<file path="src/rtl/trap_csr_pkg.sv">
// Shared state encoding and CSR constants for the trap/mret/CSR write-port sequencer.
package trap_csr_pkg;

  typedef enum logic [2:0] {
    IDLE    = 3'd0,
    T_STAT  = 3'd1,
    T_EPC   = 3'd2,
    T_CAUSE = 3'd3,
    T_TVAL  = 3'd4,
    T_JUMP  = 3'd5,
    M_STAT  = 3'd6,
    M_JUMP  = 3'd7
  } seq_state_e;

  localparam logic [11:0] CSR_MSTATUS = 12'h300;
  localparam logic [11:0] CSR_MTVEC   = 12'h305;
  localparam logic [11:0] CSR_MEPC    = 12'h341;
  localparam logic [11:0] CSR_MCAUSE  = 12'h342;
  localparam logic [11:0] CSR_MTVAL   = 12'h343;

  localparam logic [31:0] CAUSE_ILLEGAL     = 32'd2;
  localparam logic [31:0] CAUSE_LOAD_FAULT  = 32'd5;
  localparam logic [31:0] CAUSE_STORE_FAULT = 32'd7;
  localparam logic [31:0] CAUSE_ECALL_M     = 32'd11;

  localparam logic [1:0] WSC_WRITE = 2'b01;
  localparam logic [1:0] WSC_SET   = 2'b10;
  localparam logic [1:0] WSC_CLEAR = 2'b11;

  localparam int MSTATUS_MIE  = 3;
  localparam int MSTATUS_MPIE = 7;

endpackage

</file>
<file path="src/rtl/trap_csr_sequencer_cause.sv">
// Fixed-priority encoder from the MEM-stage exception/interrupt flags to the mcause value.
module trap_cause_encoder
  import trap_csr_pkg::*;
#(
  parameter int               XLEN      = 32,
  parameter logic [XLEN-1:0]  INT_CAUSE = XLEN'(32'h8000000B)
) (
  input  logic            illegal_inst,
  input  logic            l_access_fault,
  input  logic            s_access_fault,
  input  logic            ecall_m,
  input  logic            irq,
  output logic            trap,
  output logic [XLEN-1:0] cause
);

  assign trap = illegal_inst | l_access_fault | s_access_fault | ecall_m | irq;

  // Synchronous exceptions outrank the (already MIE-masked) interrupt
  always_comb begin
    cause = '0;
    if (illegal_inst) begin
      cause = XLEN'(CAUSE_ILLEGAL);
    end else if (l_access_fault) begin
      cause = XLEN'(CAUSE_LOAD_FAULT);
    end else if (s_access_fault) begin
      cause = XLEN'(CAUSE_STORE_FAULT);
    end else if (ecall_m) begin
      cause = XLEN'(CAUSE_ECALL_M);
    end else begin
      cause = INT_CAUSE;
    end
  end

endmodule

</file>
<file path="src/rtl/trap_csr_sequencer.sv">
// Owns the CSR write port and read address; runs trap entry, mret and CSR instructions.
// Optional mtval write on trap entry is enabled by defining TRAP_CSR_MTVAL_EN.
module trap_csr_sequencer
  import trap_csr_pkg::*;
#(
  parameter int              XLEN       = 32,
  parameter logic [XLEN-1:0] INT_CAUSE  = XLEN'(32'h8000000B),
  parameter logic [XLEN-1:0] EPC_OFFSET = '0
) (
  input  logic            clk,
  input  logic            rst_n,
  input  logic            csr_rw_in,
  input  logic [1:0]      csr_wsc_mode_in,
  input  logic            csr_w_imm_mux,
  input  logic [11:0]     csr_rw_addr_in,
  input  logic [XLEN-1:0] csr_w_data_reg,
  input  logic [4:0]      csr_w_data_imm,
  input  logic            interrupt,
  input  logic            illegal_inst,
  input  logic            l_access_fault,
  input  logic            s_access_fault,
  input  logic            ecall_m,
  input  logic            mret,
  input  logic [XLEN-1:0] epc_cur,
  input  logic [XLEN-1:0] fault_addr,
  input  logic [XLEN-1:0] mstatus,
  input  logic [XLEN-1:0] csr_rdata,
  output logic [11:0]     csr_raddr,
  output logic            csr_w,
  output logic [11:0]     csr_waddr,
  output logic [XLEN-1:0] csr_wdata,
  output logic [1:0]      csr_wsc,
  output logic            redirect_valid,
  output logic [XLEN-1:0] redirect_pc,
  output logic            flush,
  output logic            regwrite_cancel,
  output logic            busy
);

  seq_state_e      state_r;
  seq_state_e      next_state_s;
  logic            trap_s;
  logic [XLEN-1:0] cause_s;
  logic [XLEN-1:0] cause_r;
  logic [XLEN-1:0] epc_r;
  logic [XLEN-1:0] csr_op_data_s;
  logic            csr_op_write_s;

`ifdef TRAP_CSR_MTVAL_EN
  logic [XLEN-1:0] tval_r;
`else
  logic unused_s;
  assign unused_s = ^{fault_addr, CSR_MTVAL};
`endif

  function automatic logic [XLEN-1:0] mstatus_on_trap(input logic [XLEN-1:0] m);
    logic [XLEN-1:0] r;
    r               = m;
    r[MSTATUS_MPIE] = m[MSTATUS_MIE];
    r[MSTATUS_MIE]  = 1'b0;
    return r;
  endfunction

  function automatic logic [XLEN-1:0] mstatus_on_mret(input logic [XLEN-1:0] m);
    logic [XLEN-1:0] r;
    r               = m;
    r[MSTATUS_MIE]  = m[MSTATUS_MPIE];
    r[MSTATUS_MPIE] = 1'b1;
    return r;
  endfunction

  trap_cause_encoder #(
    .XLEN      (XLEN),
    .INT_CAUSE (INT_CAUSE)
  ) u_cause (
    .illegal_inst   (illegal_inst),
    .l_access_fault (l_access_fault),
    .s_access_fault (s_access_fault),
    .ecall_m        (ecall_m),
    .irq            (interrupt & mstatus[MSTATUS_MIE]),
    .trap           (trap_s),
    .cause          (cause_s)
  );

  assign csr_op_data_s  = csr_w_imm_mux ? {{(XLEN-5){1'b0}}, csr_w_data_imm} : csr_w_data_reg;
  // Set/clear with a zero operand has no architectural effect, so no write is issued
  assign csr_op_write_s = !(((csr_wsc_mode_in == WSC_SET) || (csr_wsc_mode_in == WSC_CLEAR)) &&
                            (csr_op_data_s == '0));
  assign busy           = (state_r != IDLE);

  // State register and trap context captured in the accepting cycle
  always_ff @(posedge clk or negedge rst_n) begin
    if (!rst_n) begin
      state_r <= IDLE;
      cause_r <= '0;
      epc_r   <= '0;
`ifdef TRAP_CSR_MTVAL_EN
      tval_r  <= '0;
`endif
    end else begin
      state_r <= next_state_s;
      if ((state_r == IDLE) && trap_s) begin
        cause_r <= cause_s;
        epc_r   <= epc_cur;
`ifdef TRAP_CSR_MTVAL_EN
        tval_r  <= (!illegal_inst && (l_access_fault || s_access_fault)) ? fault_addr : '0;
`endif
      end
    end
  end

  // Next state plus CSR port, redirect and flush drive
  always_comb begin
    next_state_s    = state_r;
    csr_raddr       = 12'h000;
    csr_w           = 1'b0;
    csr_waddr       = 12'h000;
    csr_wdata       = '0;
    csr_wsc         = 2'b00;
    redirect_valid  = 1'b0;
    redirect_pc     = '0;
    flush           = 1'b0;
    regwrite_cancel = 1'b0;
    case (state_r)
      IDLE: begin
        if (trap_s) begin
          next_state_s    = T_STAT;
          flush           = 1'b1;
          regwrite_cancel = 1'b1;
        end else if (mret) begin
          next_state_s = M_STAT;
          flush        = 1'b1;
        end else if (csr_rw_in) begin
          csr_raddr = csr_rw_addr_in;
          if (csr_op_write_s) begin
            csr_w     = 1'b1;
            csr_waddr = csr_rw_addr_in;
            csr_wdata = csr_op_data_s;
            csr_wsc   = csr_wsc_mode_in;
          end else begin
            csr_w = 1'b0;
          end
        end else begin
          next_state_s = IDLE;
        end
      end
      T_STAT: begin
        csr_w        = 1'b1;
        csr_waddr    = CSR_MSTATUS;
        csr_wdata    = mstatus_on_trap(mstatus);
        csr_wsc      = WSC_WRITE;
        next_state_s = T_EPC;
      end
      T_EPC: begin
        csr_w        = 1'b1;
        csr_waddr    = CSR_MEPC;
        csr_wdata    = epc_r - EPC_OFFSET;
        csr_wsc      = WSC_WRITE;
        next_state_s = T_CAUSE;
      end
      T_CAUSE: begin
        csr_w        = 1'b1;
        csr_waddr    = CSR_MCAUSE;
        csr_wdata    = cause_r;
        csr_wsc      = WSC_WRITE;
`ifdef TRAP_CSR_MTVAL_EN
        next_state_s = T_TVAL;
`else
        next_state_s = T_JUMP;
`endif
      end
      T_TVAL: begin
`ifdef TRAP_CSR_MTVAL_EN
        csr_w        = 1'b1;
        csr_waddr    = CSR_MTVAL;
        csr_wdata    = tval_r;
        csr_wsc      = WSC_WRITE;
        next_state_s = T_JUMP;
`else
        next_state_s = IDLE;
`endif
      end
      T_JUMP: begin
        csr_raddr      = CSR_MTVEC;
        redirect_valid = 1'b1;
        redirect_pc    = {csr_rdata[XLEN-1:2], 2'b00};
        next_state_s   = IDLE;
      end
      M_STAT: begin
        csr_w        = 1'b1;
        csr_waddr    = CSR_MSTATUS;
        csr_wdata    = mstatus_on_mret(mstatus);
        csr_wsc      = WSC_WRITE;
        next_state_s = M_JUMP;
      end
      M_JUMP: begin
        csr_raddr      = CSR_MEPC;
        redirect_valid = 1'b1;
        redirect_pc    = csr_rdata;
        next_state_s   = IDLE;
      end
      default: begin
        next_state_s = IDLE;
      end
    endcase
  end

endmodule
</file>
<file path="config.mk">
export PLATFORM = sky130hd
export DESIGN_NAME = trap_csr_sequencer
export DESIGN_NICKNAME = d
export VERILOG_FILES = /design/src/rtl/trap_csr_pkg.sv /design/src/rtl/trap_csr_sequencer_cause.sv /design/src/rtl/trap_csr_sequencer.sv
export SDC_FILE = /design/constraint.sdc
export NUM_CORES = 1
export LEC_CHECK = 0
export ABC_AREA = 1
export BUFFER_PORTS_ARGS = -buffer_cell sky130_fd_sc_hd__buf_4
export CAP_MARGIN = 20
export CORE_AREA = 8 8 105 107
export DETAILED_ROUTE_END_ITERATION = 8
export DIE_AREA = 0 0 113 115
export PLACE_DENSITY = 0.7
export SLEW_MARGIN = 25
export SYNTH_ARGS = -nofsm -noshare
export SYNTH_HDL_FRONTEND = slang
export SYNTH_SLANG_ARGS = --single-unit
</file>
<file path="constraint.sdc">
create_clock -name clk -period 4.9 [get_ports clk]
set_clock_uncertainty 0.2 [all_clocks]
set_input_delay 0.735 -clock clk [delete_from_list [all_inputs] [get_ports clk]]
set_output_delay 0.735 -clock clk [all_outputs]
set_load 0.02 [all_outputs]
</file>
# After elaboration in Yosys (flattened, before gate mapping)
# Index checks and enable logic that the tools add are counted.
# Widths: inputs -> output; s select.
# totals
word_cells	68
ff_bits	67
in_bits	189
out_inout_bits	95
# op_classes
muxes	40
bitwise_logic	5
n_reduce_logical	10
eq_ne	10
# ops
cell	count
$mux 32	9
$pmux 32 s5	1
$mux 12	7
$pmux 32 s2	1
$pmux 12 s4	1
$pmux 12 s3	1
$logic_not 32->1	1
$pmux 3 s6	1
$eq 3x3->1 const B	4
$mux 1	10
$mux 3	3
$mux 2	4
$eq 3x2->1 const B	2
$eq 2x2->1 const B	2
$ne 4x4->1 const B	1
$or 1x1->1	4
$pmux 2 s2	1
$reduce_or 2->1	2
$reduce_or 4->1	1
$eq 3x1->1 const B	1
$logic_not 3->1	1
$reduce_bool 3->1	1
$reduce_or 3->1	1
$logic_and 1x1->1	2
other kinds (3)	3

# Logic depth before layout (Yosys ltp)
# logic_depth
word_depth	8
depth_mapped	12
depth_no_buf	10

# Cells and area by module
# Synthesis repeated with hierarchy kept, for this count alone.
# hier_totals
cells_unflattened	708
area_unflattened_um2	4500.6
# by_module_without_submodules
mod	area_each_um2	cells_per_inst	seq_area_each_um2	n_inst
trap_csr_sequencer	4246.6	670	1676.6	1
trap_cause_encoder	254.0	38	0.0	1

# Worst setup path before layout
# No wires, ideal clock.
# synth_timing
path_type	input to output
from	input csr_w_imm_mux
to	output csr_wdata[10]
slack_ns	1.923
t_required_ns	3.965
arrival_ns	2.042
stages	12
path_buffers	3
cell_sequence	buf_4 inv_2 buf_6 nand2_1 o21ai_1 nor2_1 nand2_1 nor2_1 nand3_2 nand2_4 buf_6 o21bai_1
# synth_between
elab_chain_cells	8
# synth_lines
element	line_no	rtl
from (decl)	trap_csr_sequencer.sv:14	input logic csr_w_imm_mux,
$mux 32 *	trap_csr_sequencer.sv:85	assign csr_op_data_s = csr_w_imm_mux ? {{(XLEN-5){1'b0}}, csr_w_data_imm} : csr_w_data_reg;
$logic_not 32->1	trap_csr_sequencer.sv:88	(csr_op_data_s == '0));
$logic_and 1x1->1	trap_csr_sequencer.sv:87	assign csr_op_write_s = !(((csr_wsc_mode_in == WSC_SET) || (csr_wsc_mode_in == WSC_CLEAR)) &&
$mux 32 *	trap_csr_sequencer.sv:135	if (csr_op_write_s) begin
$mux 32 *	trap_csr_sequencer.sv:133	end else if (csr_rw_in) begin
$mux 32 *	trap_csr_sequencer.sv:130	end else if (mret) begin
$mux 32 *	trap_csr_sequencer.sv:126	if (trap_s) begin
$pmux 32 s5 *	trap_csr_sequencer.sv:124	case (state_r)
to (decl)	trap_csr_sequencer.sv:31	output logic [XLEN-1:0] csr_wdata,
# Mark *: on every way between the ends. The rest lies on a longest branch, timed or not.

# Worst setup path in the final report
# layout_timing
from	input csr_w_imm_mux
to	output csr_wdata[7]
# The elaborated chain is that of the path after synthesis.

==> results.txt <==
outcome: finished, final reports clean
GRT overflow: 0
Clk pwr share: 0.091
most numerous cell in the Yosys netlist: nand2_1
Final period util: 0.796
Setup violations, final: 0
leakage power: 3.11 nW
chip width: 113 µm
RSZ-0062 raised after global routing: false
vias in the first global route: 4082
post-CTS setup buffers: 0
Hold Violations, Final: 0
die height: 115 µm
critical path buffer and inverter count: 3
WL final: 14000 µm
worst relative slew slack: 0.369
via count: 3983
vias per cell: 4.69
commonest register cell after synthesis: dfrtp_1
worst hold-check slack: 0.209 ns
initial core utilization: 0.329
Rows: 36
Yosys warnings: 0
synthesis-to-finish area growth: 64.2%
Critical Path Sink Type: primary output
CP Data Required Time: 3.96 ns
Max Buffers Root-to-Sink: 2
sequential power share: 0.238
diode count: 0
Synth Area per Inst: 6.23 µm²
Comb power frac: 0.671
clock period minus worst slack: 3.90 ns
Post-Syn Area: 3110 µm²
CP max stage delay: 0.41 ns
leading area contributor after synthesis: dfrtp_1
clock root buffer: clkbuf_8
cell-internal power: 1.30 mW
drt first pass iters: 4
total power: 2.51 mW
DIE AREA: 13000 µm²
clk slew on worst S/H paths: 0.08 ns
CTS buffer count: 5
H-tree depth: 2
Max Cap Viol: 0
Final GP Congestion: 0.948
#FFs+latches synth: 40
Cell Pwr Density: 492 nW/µm²
HP Class: in -> async
reg2reg start: state_r[2]
Commonest cells post-synth: nand2_1 (188), inv_1 (76), nor2_1 (66)
PortBufs: 251
WS Path Type: in -> out
Synth Instances: 499
Avg WL per Cell: 16.5 µm
max-slew violations: 0
crit path cell chain: buf_4, inv_2, nand2_1, nand2_1, nand2_1, nor2_1, nand2_1, nor2_2, nand3_2, nand2_4, o21bai_1, buf_4
Worst Tran Pin Value: 0.941 ns
GRT Util Overall: 0.207
post-synthesis sequential area ratio: 0.322
CP most frequent cell: nand2_1
Synth area leaders: dfrtp_1 (32%), nand2_1 (23%), inv_1 (9.2%)
Final Instance Area: 5110 µm²
post-route setup TNS: 0 ns
proportion of layout cells with a drive suffix above 1: 0.367
Final ANT Viol Nets: 0
family with the most delay on the worst path: simple AND/OR/NAND/NOR gates
post-layout util: 0.540
worst vdd ir: 253 µV
initial antenna violation count: 0
worst skew pair latency: 0.29 ns
top-area cell type share of the netlist area: 0.322
# DRC: 0
Post-CTS Hold Buffers: 0
pre-CTS setup slack: 0.980 ns
number of synthesized flops with an enable pin: 0
first-pass GRT wire length: 21300 µm
Placeable Area: 9460 µm²
dpl hpwl: 11400 µm
CP max-delay cell: nand2_4
Worst Path Max Fanout: 26
placed inst area: 5020 µm²
I/O Pins: 284
Cell Count, Final, Fillers Out: 850
switching pwr: 1.21 mW
setup ws final: 0.999 ns
type of element launching the critical path: input pin
Initial DRC Count: 288
CTS Sinks: 40
ys async rst share: 1.00
CTS tree: yes
CP Data Arrival Time: 2.97 ns
Yosys cell types: 26
nets: 924
f_max: 256 MHz
CTS resizes: 0
Critical Path Start: csr_w_imm_mux
largest net degree at the start of global routing: 41
Placed Cells: 842
Syn Nets: 688
Sw Ratio: 0.483
-- layer usage --
metal | wire length (µm) | track usage
met1 | 5390 | 0.219
met2 | 7230 | 0.389
met3 | 1270 | 0.0714
met4 | 161 | 0.0409
met5 | 0 | 0
-- layout make-up --
cell class	instances	area (µm²)
Sequential cell	40	1000
Timing Repair Buffer	254	1910
Inverter	80	300
Tap cell	114	143
Clock buffer	8	90.1
Fill cell	960	4350
Multi-Input combinational cell	354	1670
-- worst reg2reg max path, stage by stage, from the launching register on --
cell and delay, ns:
dfrtp_1 0.48, nor2_2 0.19, nand2_1 0.15, inv_2 0.12
nand2_1 0.35, buf_4 0.35, clkinv_1 0.08, buf_4 0.35
nand2_1 0.14, nand2_1 0.08
-- final timing paths --
path                       depth (start not counted)  slack, ns           end
max in group asynchronous                          1       3.93    cause_r[0]
setup reg to reg                                   9       2.35      epc_r[9]
min in group clk                                   2       0.28      epc_r[3]
hold / removal                                     1       0.21     epc_r[18]
setup / recovery                                  12        1.0  csr_wdata[7]
hold reg to reg                                    2       0.28      epc_r[3]
-- power groups by stage --
stage                     Clock (mW)  Sequential (mW)  Combinational (mW)
after floorplan                    0            0.562                1.03
after global placement             0            0.590                1.68
after detailed placement           0            0.597                1.71
after CTS                      0.235            0.595                1.71
after global routing           0.248            0.617                1.84
final                          0.230            0.598                1.69
-- flip-flops by register name, indices dropped and copies added, names as in the netlist --
register and count:
epc_r 32, cause_r 5, state_r 3
-- cell families (layout without fill, tap and decap cells) --
kind of cell / after synthesis / count (layout) / share of synthesized area
AO/OA/AOI/OAI: 77 / 77 / 0.181
flip-flops: 40 / 40 / 0.322
buffers and inverters: 105 / 342 / 0.143
AND/OR/NAND/NOR: 277 / 277 / 0.354
-- cells in the final DEF, fill, tap and decap left out, types with 2 or more instances in the layout --
cell type,netlist,final
dfrtp_1,40,40
clkinv_1,1,2
o211ai_1,3,3
o41ai_1,2,2
a22o_1,16,16
o21ai_0,10,10
inv_2,3,4
a22oi_1,12,12
clkbuf_1,9,2
clkbuf_8,0,6
inv_1,76,74
o21bai_1,28,28
nand2_1,188,187
nand3_1,17,17
nor2_2,2,2
a21oi_1,3,3
nor2_1,66,66
buf_4,2,254
Power figures use the tool's default switching activity.
